===== src/rtl/bcd_count_ctrl.sv =====
// Two-digit counter controller: switch edges drive a bounded count, converted serially to BCD.
// Optional auto-repeat of held Inc/Dec switches is enabled by defining BCD_COUNT_CTRL_AUTO_REPEAT_EN.
module bcd_count_ctrl #(
  parameter int MAX_COUNT   = 99,
  parameter int COUNT_WIDTH = 7,
  parameter int HOLD_CYCLES = 12500000
) (
  input  logic                   i_Clk,
  input  logic                   i_Rst_L,
  input  logic                   i_Switch_Inc,
  input  logic                   i_Switch_Dec,
  input  logic                   i_Switch_Clr,
  output logic [COUNT_WIDTH-1:0] o_Count,
  output logic [3:0]             o_BCD_Ones,
  output logic [3:0]             o_BCD_Tens,
  output logic                   o_BCD_Valid,
  output logic                   o_Busy
);

  localparam int BW = $clog2(COUNT_WIDTH + 1);
  localparam logic [COUNT_WIDTH-1:0] MAX_C  = COUNT_WIDTH'(MAX_COUNT);
  localparam logic [BW-1:0]          BITS_C = BW'(COUNT_WIDTH);

  if (MAX_COUNT < 1 || MAX_COUNT > 99 || (2 ** COUNT_WIDTH) <= MAX_COUNT || HOLD_CYCLES < 1) begin : g_bad_params
    $error("bcd_count_ctrl: illegal parameter combination");
  end

  typedef enum logic [1:0] {IDLE = 2'd0, SHIFT = 2'd1, DONE = 2'd2} state_t;

  function automatic logic [3:0] dabble_adj(input logic [3:0] nib);
    if (nib >= 4'd5) begin
      return nib + 4'd3;
    end else begin
      return nib;
    end
  endfunction

  state_t                 state_r;
  logic                   inc_prev_r, dec_prev_r, clr_prev_r;
  logic                   pending_r;
  logic [COUNT_WIDTH-1:0] shift_r;
  logic [7:0]             scratch_r;
  logic [BW-1:0]          bit_cnt_r;

  logic                   rep_inc_s, rep_dec_s;
  logic                   inc_press_s, dec_press_s, clr_press_s;
  logic                   cmd_s;
  logic [COUNT_WIDTH-1:0] next_count_s;
  logic [7:0]             adj_s;

`ifdef BCD_COUNT_CTRL_AUTO_REPEAT_EN
  localparam int HW = $clog2(HOLD_CYCLES + 1);
  logic [HW-1:0] hold_cnt_r;
  logic          hold_ok_s, rep_s;

  // Hold qualifies only while the same single Inc/Dec switch stays high with no pattern change.
  always_comb begin
    hold_ok_s = (i_Switch_Inc ^ i_Switch_Dec) & ~i_Switch_Clr &
                (i_Switch_Inc == inc_prev_r) & (i_Switch_Dec == dec_prev_r) &
                (i_Switch_Clr == clr_prev_r);
    rep_s     = hold_ok_s && (hold_cnt_r == HW'(HOLD_CYCLES - 1));
    rep_inc_s = rep_s & i_Switch_Inc;
    rep_dec_s = rep_s & i_Switch_Dec;
  end

  // Hold counter restarts after each synthetic press or any release/change.
  always_ff @(posedge i_Clk or negedge i_Rst_L) begin
    if (!i_Rst_L) begin
      hold_cnt_r <= '0;
    end else if (!hold_ok_s || rep_s) begin
      hold_cnt_r <= '0;
    end else begin
      hold_cnt_r <= hold_cnt_r + HW'(1);
    end
  end
`else
  assign rep_inc_s = 1'b0;
  assign rep_dec_s = 1'b0;
`endif

  // Command decode: Clr wins, Inc+Dec together cancel, otherwise wrap within 0..MAX_COUNT.
  always_comb begin
    inc_press_s  = (i_Switch_Inc & ~inc_prev_r) | rep_inc_s;
    dec_press_s  = (i_Switch_Dec & ~dec_prev_r) | rep_dec_s;
    clr_press_s  = i_Switch_Clr & ~clr_prev_r;
    next_count_s = o_Count;
    cmd_s        = 1'b0;
    adj_s        = {dabble_adj(scratch_r[7:4]), dabble_adj(scratch_r[3:0])};
    if (clr_press_s) begin
      next_count_s = '0;
      cmd_s        = 1'b1;
    end else if (inc_press_s && dec_press_s) begin
      next_count_s = o_Count;
      cmd_s        = 1'b0;
    end else if (inc_press_s) begin
      next_count_s = (o_Count == MAX_C) ? '0 : o_Count + COUNT_WIDTH'(1);
      cmd_s        = 1'b1;
    end else if (dec_press_s) begin
      next_count_s = (o_Count == '0) ? MAX_C : o_Count - COUNT_WIDTH'(1);
      cmd_s        = 1'b1;
    end else begin
      next_count_s = o_Count;
      cmd_s        = 1'b0;
    end
  end

  // Count, edge history and the serial double-dabble sequencer.
  always_ff @(posedge i_Clk or negedge i_Rst_L) begin
    if (!i_Rst_L) begin
      state_r     <= IDLE;
      inc_prev_r  <= 1'b0;
      dec_prev_r  <= 1'b0;
      clr_prev_r  <= 1'b0;
      pending_r   <= 1'b0;
      shift_r     <= '0;
      scratch_r   <= 8'd0;
      bit_cnt_r   <= '0;
      o_Count     <= '0;
      o_BCD_Ones  <= 4'd0;
      o_BCD_Tens  <= 4'd0;
      o_BCD_Valid <= 1'b0;
      o_Busy      <= 1'b0;
    end else begin
      inc_prev_r  <= i_Switch_Inc;
      dec_prev_r  <= i_Switch_Dec;
      clr_prev_r  <= i_Switch_Clr;
      o_Count     <= next_count_s;
      o_BCD_Valid <= 1'b0;
      // A command arriving on the load edge re-arms pending so the newer count is converted too.
      if (state_r == IDLE && pending_r) begin
        pending_r <= cmd_s;
      end else begin
        pending_r <= pending_r | cmd_s;
      end
      case (state_r)
        IDLE: begin
          if (pending_r) begin
            shift_r   <= o_Count;
            scratch_r <= 8'd0;
            bit_cnt_r <= BITS_C;
            o_Busy    <= 1'b1;
            state_r   <= SHIFT;
          end else begin
            state_r   <= IDLE;
          end
        end
        SHIFT: begin
          scratch_r <= {adj_s[6:0], shift_r[COUNT_WIDTH-1]};
          shift_r   <= shift_r << 1;
          bit_cnt_r <= bit_cnt_r - BW'(1);
          if (bit_cnt_r == BW'(1)) begin
            state_r <= DONE;
          end else begin
            state_r <= SHIFT;
          end
        end
        DONE: begin
          o_BCD_Tens  <= scratch_r[7:4];
          o_BCD_Ones  <= scratch_r[3:0];
          o_BCD_Valid <= 1'b1;
          o_Busy      <= 1'b0;
          state_r     <= IDLE;
        end
        default: begin
          state_r <= IDLE;
        end
      endcase
    end
  end

endmodule

===== config.mk =====
export PLATFORM = sky130hd
export DESIGN_NAME = bcd_count_ctrl
export DESIGN_NICKNAME = d
export VERILOG_FILES = /design/src/rtl/bcd_count_ctrl.sv
export SDC_FILE = /design/constraint.sdc
export NUM_CORES = 1
export LEC_CHECK = 0
export BUFFER_PORTS_ARGS = -buffer_cell sky130_fd_sc_hd__buf_2
export CORE_ASPECT_RATIO = 1.75
export CORE_MARGIN = 2
export CORE_UTILIZATION = 60
export DETAILED_ROUTE_END_ITERATION = 10
export PLACE_DENSITY = 0.91
export REMOVE_ABC_BUFFERS = 1
export SKIP_CTS_REPAIR_TIMING = 1
export SYNTH_ARGS = -nofsm -noshare
export SYNTH_HDL_FRONTEND = slang
export SYNTH_SLANG_ARGS = --single-unit

===== constraint.sdc =====
create_clock -name i_Clk -period 4.9 [get_ports i_Clk]
set_input_delay 0.245 -clock i_Clk [delete_from_list [all_inputs] [get_ports i_Clk]]
set_output_delay 0.245 -clock i_Clk [all_outputs]
set_load 0.05 [all_outputs]

; Yosys cells after proc, flatten, opt, wreduce, memory -nomap -nowiden
; Index checks and enable logic that the tools add are counted.
[word_totals]
register_bits = 41
inputBits = 5
output_inout_bits = 17
word_cells = 68
[op_classes]
addsub = 5
n_lt_le_gt_ge = 2
eq_ne = 6
muxes = 25
n_bitwise = 7
reduce_logical = 10
[ops]
columns = operator, count
row1 = $mux W7, 7
row2 = $pmux W8 S2, 1
row3 = $pmux W7 S2, 1
row4 = $ge A4 B3 Y1 const B, 2
row5 = $mux W1, 8
row6 = $mux W8, 1
row7 = $add A7 B1 Y7 const B, 1
row8 = $eq A7 B7 Y1 const B, 1
row9 = $logic_not A7 Y1, 1
row10 = $sub A7 B1 Y7 const B, 1
row11 = $mux W3, 2
row12 = $pmux W3 S2, 1
row13 = $reduce_and A2 Y1, 3
row14 = $add A4 B2 Y4 const B, 1
row15 = $mux W4, 1
row16 = $ne A2 B2 Y1 const B, 2
row17 = $pmux W2 S2, 1
row18 = $reduce_bool A2 Y1, 2
row19 = $add A3 B2 Y3 const B, 1
row20 = $and A1 B1 Y1, 3
row21 = $eq A3 B1 Y1 const B, 1
row22 = $not A1 Y1, 3
row23 = $reduce_bool A3 Y1, 1
row24 = $sub A3 B1 Y3 const B, 1
row25 = other kinds (7), 8

; Logic depth before layout (Yosys ltp)
; Gate-level depths: netlist of the first run.
[depth]
ltp_word = 8
mapped_depth = 8
depth_no_buf = 7

; Least setup slack after synthesis of the first run
; Ideal clock, no wire load.
[synth_path]
path_type = register to register
startpoint = register o_Count[0]
endpoint = register o_Count[5]
setup_ps = 136
arrival_time_ps = 1686
required_ps = 4764
slack_ps = 3078
stages_incl_launch_ff = 7
n_path_buf = 0
period_less_slack_ps = 1822
path_cell_list = dfrtp_1 inv_1 ha_1 nor2b_1 o21a_1 o211ai_1 o211ai_1
[synth_via]
elab_chain_len = 6
word_cells_on_any_way = 10
cone_classes = add/sub (2) / eq/ne (1) / mux (6) / reduce/logical (1)
[synth_lines]
columns = item, line
row1 = "start, declared", 13  ; output logic [COUNT_WIDTH-1:0] o_Count,
row2 = "start signal, assigned", 127  ; o_Count <= next_count_s;
row3 = $sub A7 B1 Y7 or $logic_not A7 Y1 (tied branches), 99  ; next_count_s = (o_Count == '0) ? MAX_C : o_Count - COUNT_WIDTH'(1);
row4 = $mux W7, 99
row5 = $mux W7, 98  ; end else if (dec_press_s) begin
row6 = $mux W7 *, 95  ; end else if (inc_press_s) begin
row7 = $mux W7 *, 92  ; end else if (inc_press_s && dec_press_s) begin
row8 = $mux W7 *, 89  ; if (clr_press_s) begin
; Mark *: on every way between the ends. The rest lies on a longest branch, timed or not. The select of a mux whose other input is x is not followed.
; A chain may end at the register's enable or synchronous reset.

; Final worst setup path of the first run
[layout_path]
startpoint = register inc_prev_r
endpoint = register o_Count[6]
[layout_via]
elab_chain_len = 5
word_cells_on_any_way = 9
cone_classes = eq/ne (1) / mux (3) / bitwise (2) / reduce/logical (3)
[layout_lines]
columns = item, line
row1 = "start, declared", 39  ; logic inc_prev_r, dec_prev_r, clr_prev_r;
row2 = "start signal, assigned", 124  ; inc_prev_r <= i_Switch_Inc;
row3 = $not A1 Y1 *, 83  ; inc_press_s = (i_Switch_Inc & ~inc_prev_r) | rep_inc_s;
row4 = $and A1 B1 Y1 *, 83
row5 = $mux W7 or $logic_and A1 B1 Y1 (tied branches), "95, 92"
row6 = $mux W7 or $ne A2 B2 Y1 (tied branches), n/a
row7 = $mux W7 or $reduce_and A2 Y1 (tied branches), n/a
; Marks and branches as above.

==> results of run 1 <==
-- per-stage QoR --
step,std cells,util,hold slack [ps]
after floorplan,212,-,-50.6
after global placement,279,0.667,367
after detailed placement,279,0.667,374
after CTS,287,0.701,60.1
after global routing,287,0.701,62.6
final,287,0.701,53.2
-- how the worst max path moves through the flow --
stage	start	endpoint	slack [ps]	cells after the start
final	inc_prev_r	o_Count[6]	2900	7
after global routing	inc_prev_r	o_Count[6]	2780	7
after CTS	inc_prev_r	o_Count[6]	2940	7
after detailed placement	i_Switch_Inc	o_Count[6]	2950	8
after global placement	i_Switch_Inc	o_Count[5]	3060	8
after floorplan	o_Count[0]	o_Count[5]	3080	6
-- state kept, by name, summed over array words and instances (netlist names) --
register and flops:
o_BCD_Valid 1, o_BCD_Tens 4, scratch_r 8, pending_r 1
shift_r 7, state_r 2, dec_prev_r 1, clr_prev_r 1
bit_cnt_r 3, o_Count 7, inc_prev_r 1, o_Busy 1
o_BCD_Ones 4
-- where the power goes --
group	internal, mW	switching (mW)	total (mW)
clock network	0.166	0.120	0.286
registers	0.461	0.136	0.598
logic	0.253	0.504	0.757
total	0.881	0.760	1.64
-- cell type report --
type,count,area [sq um]
sequential,41,1030
fill,285,1020
multi-input combinational,154,1000
timing repair buffer,22,113
clock buffer,7,86.3
inverter,17,66.3
tap,45,56.3
clock inverter,1,30.0
-- routing by layer --
layer | share of wire | vias up | GRT usage
li1 | - | 812 | -
met1 | 0.38 | 814 | 0.256
met2 | 0.54 | 46 | 0.440
met3 | 0.041 | 21 | 0.0594
met4 | 0.044 | 0 | 0.143
met5 | 0 | - | 0
-- cell usage in the layout, fill, tap and decap left out, drive strengths merged, types with 3 or more instances in the layout --
cell type   n
ha         11
o21ai      22
dfrtp      41
nor2b       4
and3        3
a31oi       3
nand2b      6
o211ai      3
a22oi       3
mux2        5
nor3        7
nand2      27
a21oi      10
clkbuf      7
nor2       11
xnor2       4
inv        17
buf        22
mux2i       4
nand3       9
-- Yosys cell counts, drive strengths merged, types with 3 or more instances --
cell / count / area (sq um)
mux2: 5 / 56.3
and3: 3 / 20.0
nand3: 9 / 45.0
nand2: 27 / 101
ha: 11 / 138
mux2i: 4 / 40.0
o211ai: 3 / 22.5
inv: 17 / 66.3
clkbuf: 3 / 12.5
buf: 7 / 45.0
a22oi: 3 / 22.5
nand2b: 6 / 37.5
o21ai: 22 / 110
nor2b: 4 / 25.0
a31oi: 3 / 18.8
dfrtp: 41 / 1030
nor2: 11 / 41.3
a21oi: 10 / 50.1
xnor2: 4 / 35.0
nor3: 7 / 50.1
-- logic make-up after synthesis --
logic type	after synthesis	share of synthesized area
mux	9	0.0447
compound gates	56	0.163
fa+ha+maj	11	0.0639
simple gates	73	0.174
flops	41	0.476
xor+xnor	5	0.0203
buf+inv	27	0.0575
==> out/summary.log, run 1 <==
[critical_path] cell breakdown of the critical path nand2b_1, inv_4, ha_1, or2_2, nor3_2, o2111ai_1, nand4_1
[place] post-DP HPWL 3230 microns
[place] Placed Area 2270 sq um
[grt] global-route wire length before repair 7770 microns
[critical_path] dominant delay contributor by cell family on the critical path simple AND/OR/NAND/NOR gates
[critical_path] data required time of the critical path 5130 ps
[critical_path] Register-to-Register Path Depth 7
[pwr] power density relative to cell area 689 nW/um^2
[floorplanning] standard-cell rows 28
[critical_path] CP endpoint kind register
[grt] initial antenna violation count 0
[yosys] library cells used by synthesis 45
[timing] Total Negative Setup Slacks 0 ps
[critical_path] startpoint kind of the worst setup timing path register
[clock_tree] TritonCTS Buffers 5
[critical_path] buffer and inverter count on the worst path 1
[route] router iterations before antenna repair 4
[pwr] worst voltage drop across the vdd grid 0.000478 V
[cells_and_area] layout-stage area growth over the synthesis result 10.6%
[timing] time the final worst path needs with I/O delays and setup 2000 ps
[timing] worst-case clock skew 9.74 ps
[cells_and_area] cell area after layout 2380 sq um
[critical_path] Worst EP arrival 2230 ps
[place] Routability Congestion 0.896
[route] average wire per cell in the routed design 15.8 microns
[pwr] Pleak 1.13 nW
[yosys] share of the yosys chip area belonging to registers 0.476
[yosys] Syn. warnings 0
[critical_path] delay of the slowest cell on the worst path 340 ps
[critical_path] worst-path cell with the longest stage delay sky130_fd_sc_hd__or2_2
[floorplanning] horizontal die dimension 49.3 microns
[clock_tree] depth of the CTS H-tree 2
[timing] maximum operating frequency 501 MHz
[critical_path] startpoint of the most critical register-to-register path inc_prev_r
[clock_tree] number of sinks handled by clock tree synthesis 41
[hold_path] Worst Hold Class in2async
[cells_and_area] antenna cells 0
[route] drt total wl 4520 microns
[yosys] Post-Syn Instances 222
[floorplanning] Top-Level Pins 22
[yosys] flops & latches, synth 41
[yosys] post-synthesis async set-or-reset flop share 1.00
[route] Remaining DRCs 0
[grt] vias in the first global route 1,687
[timing] count of final setup violators 0
[grt] maximum number of pins on one net before global-route repair 42
[yosys] Post-synth top flop sky130_fd_sc_hd__dfrtp_1
[clock_tree] clock edge transition at the registers on the reported setup and hold paths 80 ps
[timing] pin slew with the least headroom to its limit 1010 ps
[yosys] count of flip-flops with a built-in enable after synthesis 0
[timing] share of the cycle needed by the critical path after routing 0.407
[grt] overall overflow remaining after global route 0
[route] number of design-rule violations left by the first detailed-router iteration 55
[flow_run] number of violations of the max-capacitance limit 0
[timing] number of max-slew violations in the final report 0
[floorplanning] core region area 3400 sq um
[timing] final hold viol count 0
[yosys] Cell Area, Synth 2150 sq um
[clock_tree] root cell of the clock tree sky130_fd_sc_hd__clkbuf_8
[cells_and_area] fraction of layout cells with a size suffix above 1 0.174
[clock_tree] clock tree from TritonCTS yes
[route] count of vias placed by the detailed router 1,693
[floorplanning] Die Footprint 4110 sq um
[critical_path] biggest fanout along the worst timing path 9
[floorplanning] die height 83.3 microns
[critical_path] endpoint of the worst register-to-register path o_Count[6]
[yosys] synthesized area per cell 9.71 sq um
[cells_and_area] final net count 257
[critical_path] setup slack on the worst flop-to-flop path 2900 ps
[route] vias per cell 5.90
[clock_tree] maximum clock path buffer count 2
[timing] Final WS setup 2900 ps
[route] Post-DRT Antenna Nets 0
[timing] Max transition margin 0.324
[pwr] final total power 1.64 mW
[run_status] run status finished, final reports clean
[grt] total global routing track utilization 0.248
[place] count of buffers inserted at the top-level ports 21
[timing] setup repair after global routing missed its margin no
[place] minimum setup slack after placement 2950 ps
[floorplanning] starting density of the core 0.634
[critical_path] kind of critical path reg2reg
[clock_tree] Clk Latency, worst-skew pair 310 ps
No activity file was read; power rests on OpenSTA's default activity.
==> inputs of run 2 (changes only) <==
--- a/config.mk
+++ b/config.mk
@@ -8,9 +8,9 @@
 export BUFFER_PORTS_ARGS = -buffer_cell sky130_fd_sc_hd__buf_2
 export CORE_ASPECT_RATIO = 1.75
 export CORE_MARGIN = 2
-export CORE_UTILIZATION = 60
+export CORE_UTILIZATION = 58
 export DETAILED_ROUTE_END_ITERATION = 10
-export PLACE_DENSITY = 0.91
+export PLACE_DENSITY = 0.89
 export REMOVE_ABC_BUFFERS = 1
 export SKIP_CTS_REPAIR_TIMING = 1
 export SYNTH_ARGS = -nofsm -noshare
==> constraint.sdc (replaced) <==
create_clock -name i_Clk -period 1.92 [get_ports i_Clk]
set_input_delay 0.096 -clock i_Clk [delete_from_list [all_inputs] [get_ports i_Clk]]
set_output_delay 0.096 -clock i_Clk [all_outputs]
set_load 0.05 [all_outputs]
==> run 2 against run 1 <==
Net effect: global-route usage shrank 1.6 points; die area rose by 3.2%; critical path depth is the same; clock skew shrank 4.5 ps; final cell count up 4.5%; design area rose by 4.0%; via count grew 0.18%; register-to-register slack worse by 2800 ps; sequential power increased to 2.5 times the previous value; utilization shrank 1.1 points; sequential share of layout area down 1.7 points; critical path type unchanged; highest routed layer unchanged.
==> out/summary.log, run 2 (synthesized netlist as in run 1, its figures left out) <==
[timing] number of max-slew violations in the final report 0 [unchanged]
[timing] worst-case clock skew 5.24 ps [was 9.74 ps]
[cells_and_area] antenna cells 0 [unchanged]
[timing] maximum operating frequency 551 MHz [was 501 MHz]
[route] number of design-rule violations left by the first detailed-router iteration 31 [was 55]
[timing] final hold viol count 0 [unchanged]
[grt] total global routing track utilization 0.232 [was 0.248]
[cells_and_area] commonest cells after routing, fill and taps aside sky130_fd_sc_hd__dfrtp_1, sky130_fd_sc_hd__nand2_1, sky130_fd_sc_hd__buf_2, sky130_fd_sc_hd__o21ai_0, sky130_fd_sc_hd__inv_1 [unchanged]
[route] Post-DRT Antenna Nets 0 [unchanged]
[critical_path] dominant delay contributor by cell family on the critical path simple AND/OR/NAND/NOR gates [unchanged]
[floorplanning] standard-cell rows 29 [was 28]
[cells_and_area] register with the most flip-flops scratch_r [unchanged]
[cells_and_area] flip-flop count of the largest register, all copies and words added 8 [unchanged]
[route] count of vias placed by the detailed router 1,696 [was 1,693]
[timing] Max transition margin 0.606 [was 0.324]
[floorplanning] Top-Level Pins 22 [unchanged]
[timing] setup repair after global routing missed its margin no [unchanged]
[floorplanning] Die Footprint 4240 sq um [was 4110 sq um]
[critical_path] worst-path cell with the longest stage delay sky130_fd_sc_hd__or2_2 [unchanged]
[timing] count of final setup violators 0 [unchanged]
[grt] overall overflow remaining after global route 0 [unchanged]
[run_status] run status finished, final reports clean [unchanged]
[clock_tree] depth of the CTS H-tree 2 [unchanged]
[route] vias per cell 5.65 [was 5.90]
[critical_path] data required time of the critical path 2150 ps [was 5130 ps]
[cells_and_area] layout-stage area growth over the synthesis result 15.0% [was 10.6%]
[grt] global-route wire length before repair 7580 microns [was 7770 microns]
[place] Routability Congestion 0.851 [was 0.896]
[critical_path] CP endpoint kind register [unchanged]
[pwr] power density relative to cell area 1680 nW/um^2 [was 689 nW/um^2]
[critical_path] delay of the slowest cell on the worst path 350 ps [was 340 ps]
[timing] Total Negative Setup Slacks 0 ps [unchanged]
[cells_and_area] utilization after layout 0.690 [was 0.701]
[pwr] final total power 4.16 mW [was 1.64 mW]
[cells_and_area] final net count 270 [was 257]
[place] count of buffers inserted at the top-level ports 21 [unchanged]
[clock_tree] clock tree from TritonCTS yes [unchanged]
[cells_and_area] fraction of layout cells with a size suffix above 1 0.201 [was 0.174]
[clock_tree] TritonCTS Buffers 5 [unchanged]
[clock_tree] root cell of the clock tree sky130_fd_sc_hd__clkbuf_8 [unchanged]
[cells_and_area] most common library cell in the layout ignoring fill and taps sky130_fd_sc_hd__dfrtp_1 [unchanged]
[floorplanning] horizontal die dimension 50.1 microns [was 49.3 microns]
[route] average wire per cell in the routed design 14.2 microns [was 15.8 microns]
[critical_path] cell breakdown of the critical path nand2b_1, inv_4, ha_1, or2_2, nor3_2, o221ai_1, nand4_1 [was nand2b_1, inv_4, ha_1, or2_2, nor3_2, o2111ai_1, nand4_1]
[route] drt total wl 4270 microns [was 4520 microns]
[clock_tree] number of sinks handled by clock tree synthesis 41 [unchanged]
[hold_path] Worst Hold Class in2async [unchanged]
[grt] initial antenna violation count 0 [unchanged]
[cells_and_area] registers with the most flip-flops scratch_r x8, o_Count x7, shift_r x7 [unchanged]
[floorplanning] die height 84.6 microns [was 83.3 microns]
[floorplanning] starting density of the core 0.600 [was 0.634]
[critical_path] startpoint kind of the worst setup timing path register [unchanged]
[pwr] worst voltage drop across the vdd grid 0.00110 V [was 0.000478 V]
[place] post-DP HPWL 3200 microns [was 3230 microns]
[clock_tree] maximum clock path buffer count 2 [unchanged]
[floorplanning] core region area 3590 sq um [was 3400 sq um]
[cells_and_area] filler-free cell count of the finished design 300 [was 287]
[critical_path] biggest fanout along the worst timing path 9 [unchanged]
[route] Remaining DRCs 0 [unchanged]
[timing] pin slew with the least headroom to its limit 591 ps [was 1010 ps]
[clock_tree] clock edge transition at the registers on the reported setup and hold paths 80 ps [about the same]
[critical_path] Worst EP arrival 2040 ps [was 2230 ps]
[route] router iterations before antenna repair 4 [unchanged]
[place] cell total after placement 289 [was 279]
[clock_tree] Clk Latency, worst-skew pair 290 ps [was 310 ps]
[pwr] Pleak 1.19 nW [was 1.13 nW]
[critical_path] kind of critical path reg2reg [unchanged]
[grt] vias in the first global route 1,715 [was 1,687]
[timing] share of the cycle needed by the critical path after routing 0.945 [was 0.407]
[critical_path] buffer and inverter count on the worst path 1 [unchanged]
[timing] time the final worst path needs with I/O delays and setup 1810 ps [was 2000 ps]
[flow_run] number of violations of the max-capacitance limit 0 [unchanged]
[grt] maximum number of pins on one net before global-route repair 27 [was 42]
-- run 2: cell types whose count changed in the layout (fill, tap and decap cells not counted) --
cell,before,now
sky130_fd_sc_hd__clkinv_2,0,1
sky130_fd_sc_hd__clkbuf_8,6,5
sky130_fd_sc_hd__dlygate4sd3_1,0,4
sky130_fd_sc_hd__clkbuf_1,1,0
sky130_fd_sc_hd__buf_4,1,10
-- run 2: cell type report --
class	instances	area [sq um]
Fill cell	286	1110
Sequential cell	41	1030
Multi-Input combinational cell	154	1000
Timing Repair Buffer	35	220
Clock buffer	5	68.8
Inverter	17	66.3
Tap cell	46	57.6
Clock inverter	2	35.0
-- run 2: path summary, 6_finish.rpt --
kind                               startpoint       endpoint  slack [ps]  cells past startpoint
worst max register to register     inc_prev_r     o_Count[6]         110                      7
min in group i_Clk               i_Switch_Inc      pending_r         360                      5
max in group asynchronous             i_Rst_L     shift_r[6]        1010                      3
worst min-delay path                  i_Rst_L         o_Busy         330                      2
worst min register to register  o_BCD_Ones[1]  o_BCD_Ones[1]         470                      2
worst max-delay path               inc_prev_r     o_Count[6]         110                      7
-- run 2: report_power, final --
part | leakage [nW] | total (mW) | switching [mW] | internal (mW)
registers | 0.518 | 1.50 | 0.316 | 1.18
logic | 0.615 | 2.00 | 1.30 | 0.699
clock network | 0.0540 | 0.660 | 0.282 | 0.378
-- run 2: per-layer routing --
layer	up-vias	track usage	routed length [microns]	part of all wire
li1	831	-	-	-
met1	811	0.260	1670	0.39
met2	40	0.410	2310	0.54
met3	14	0.0409	127	0.030
met4	0	0.116	153	0.036
met5	-	0	0	0
-- run 2: worst register-to-register path, stage by stage, from the launching register on --
cell                       delay (ps)
sky130_fd_sc_hd__dfrtp_1          330
sky130_fd_sc_hd__nand2b_1         200
sky130_fd_sc_hd__inv_4             90
sky130_fd_sc_hd__ha_1             220
sky130_fd_sc_hd__or2_2            350
sky130_fd_sc_hd__nor3_2           250
sky130_fd_sc_hd__o221ai_1         190
sky130_fd_sc_hd__nand4_1          120
-- run 2: per-stage QoR --
step / area (sq um) / hold slack [ps] / setup WS [ps]
3_5_place_dp: 2330 / 123 / 131
4_1_cts: 2440 / -194 / 123
6_report: 2480 / 332 / 106
5_1_grt: 2480 / 377 / 12.4
2_1_floorplan: 2100 / -200 / 98.3
3_3_place_gp: 2330 / 125 / 242
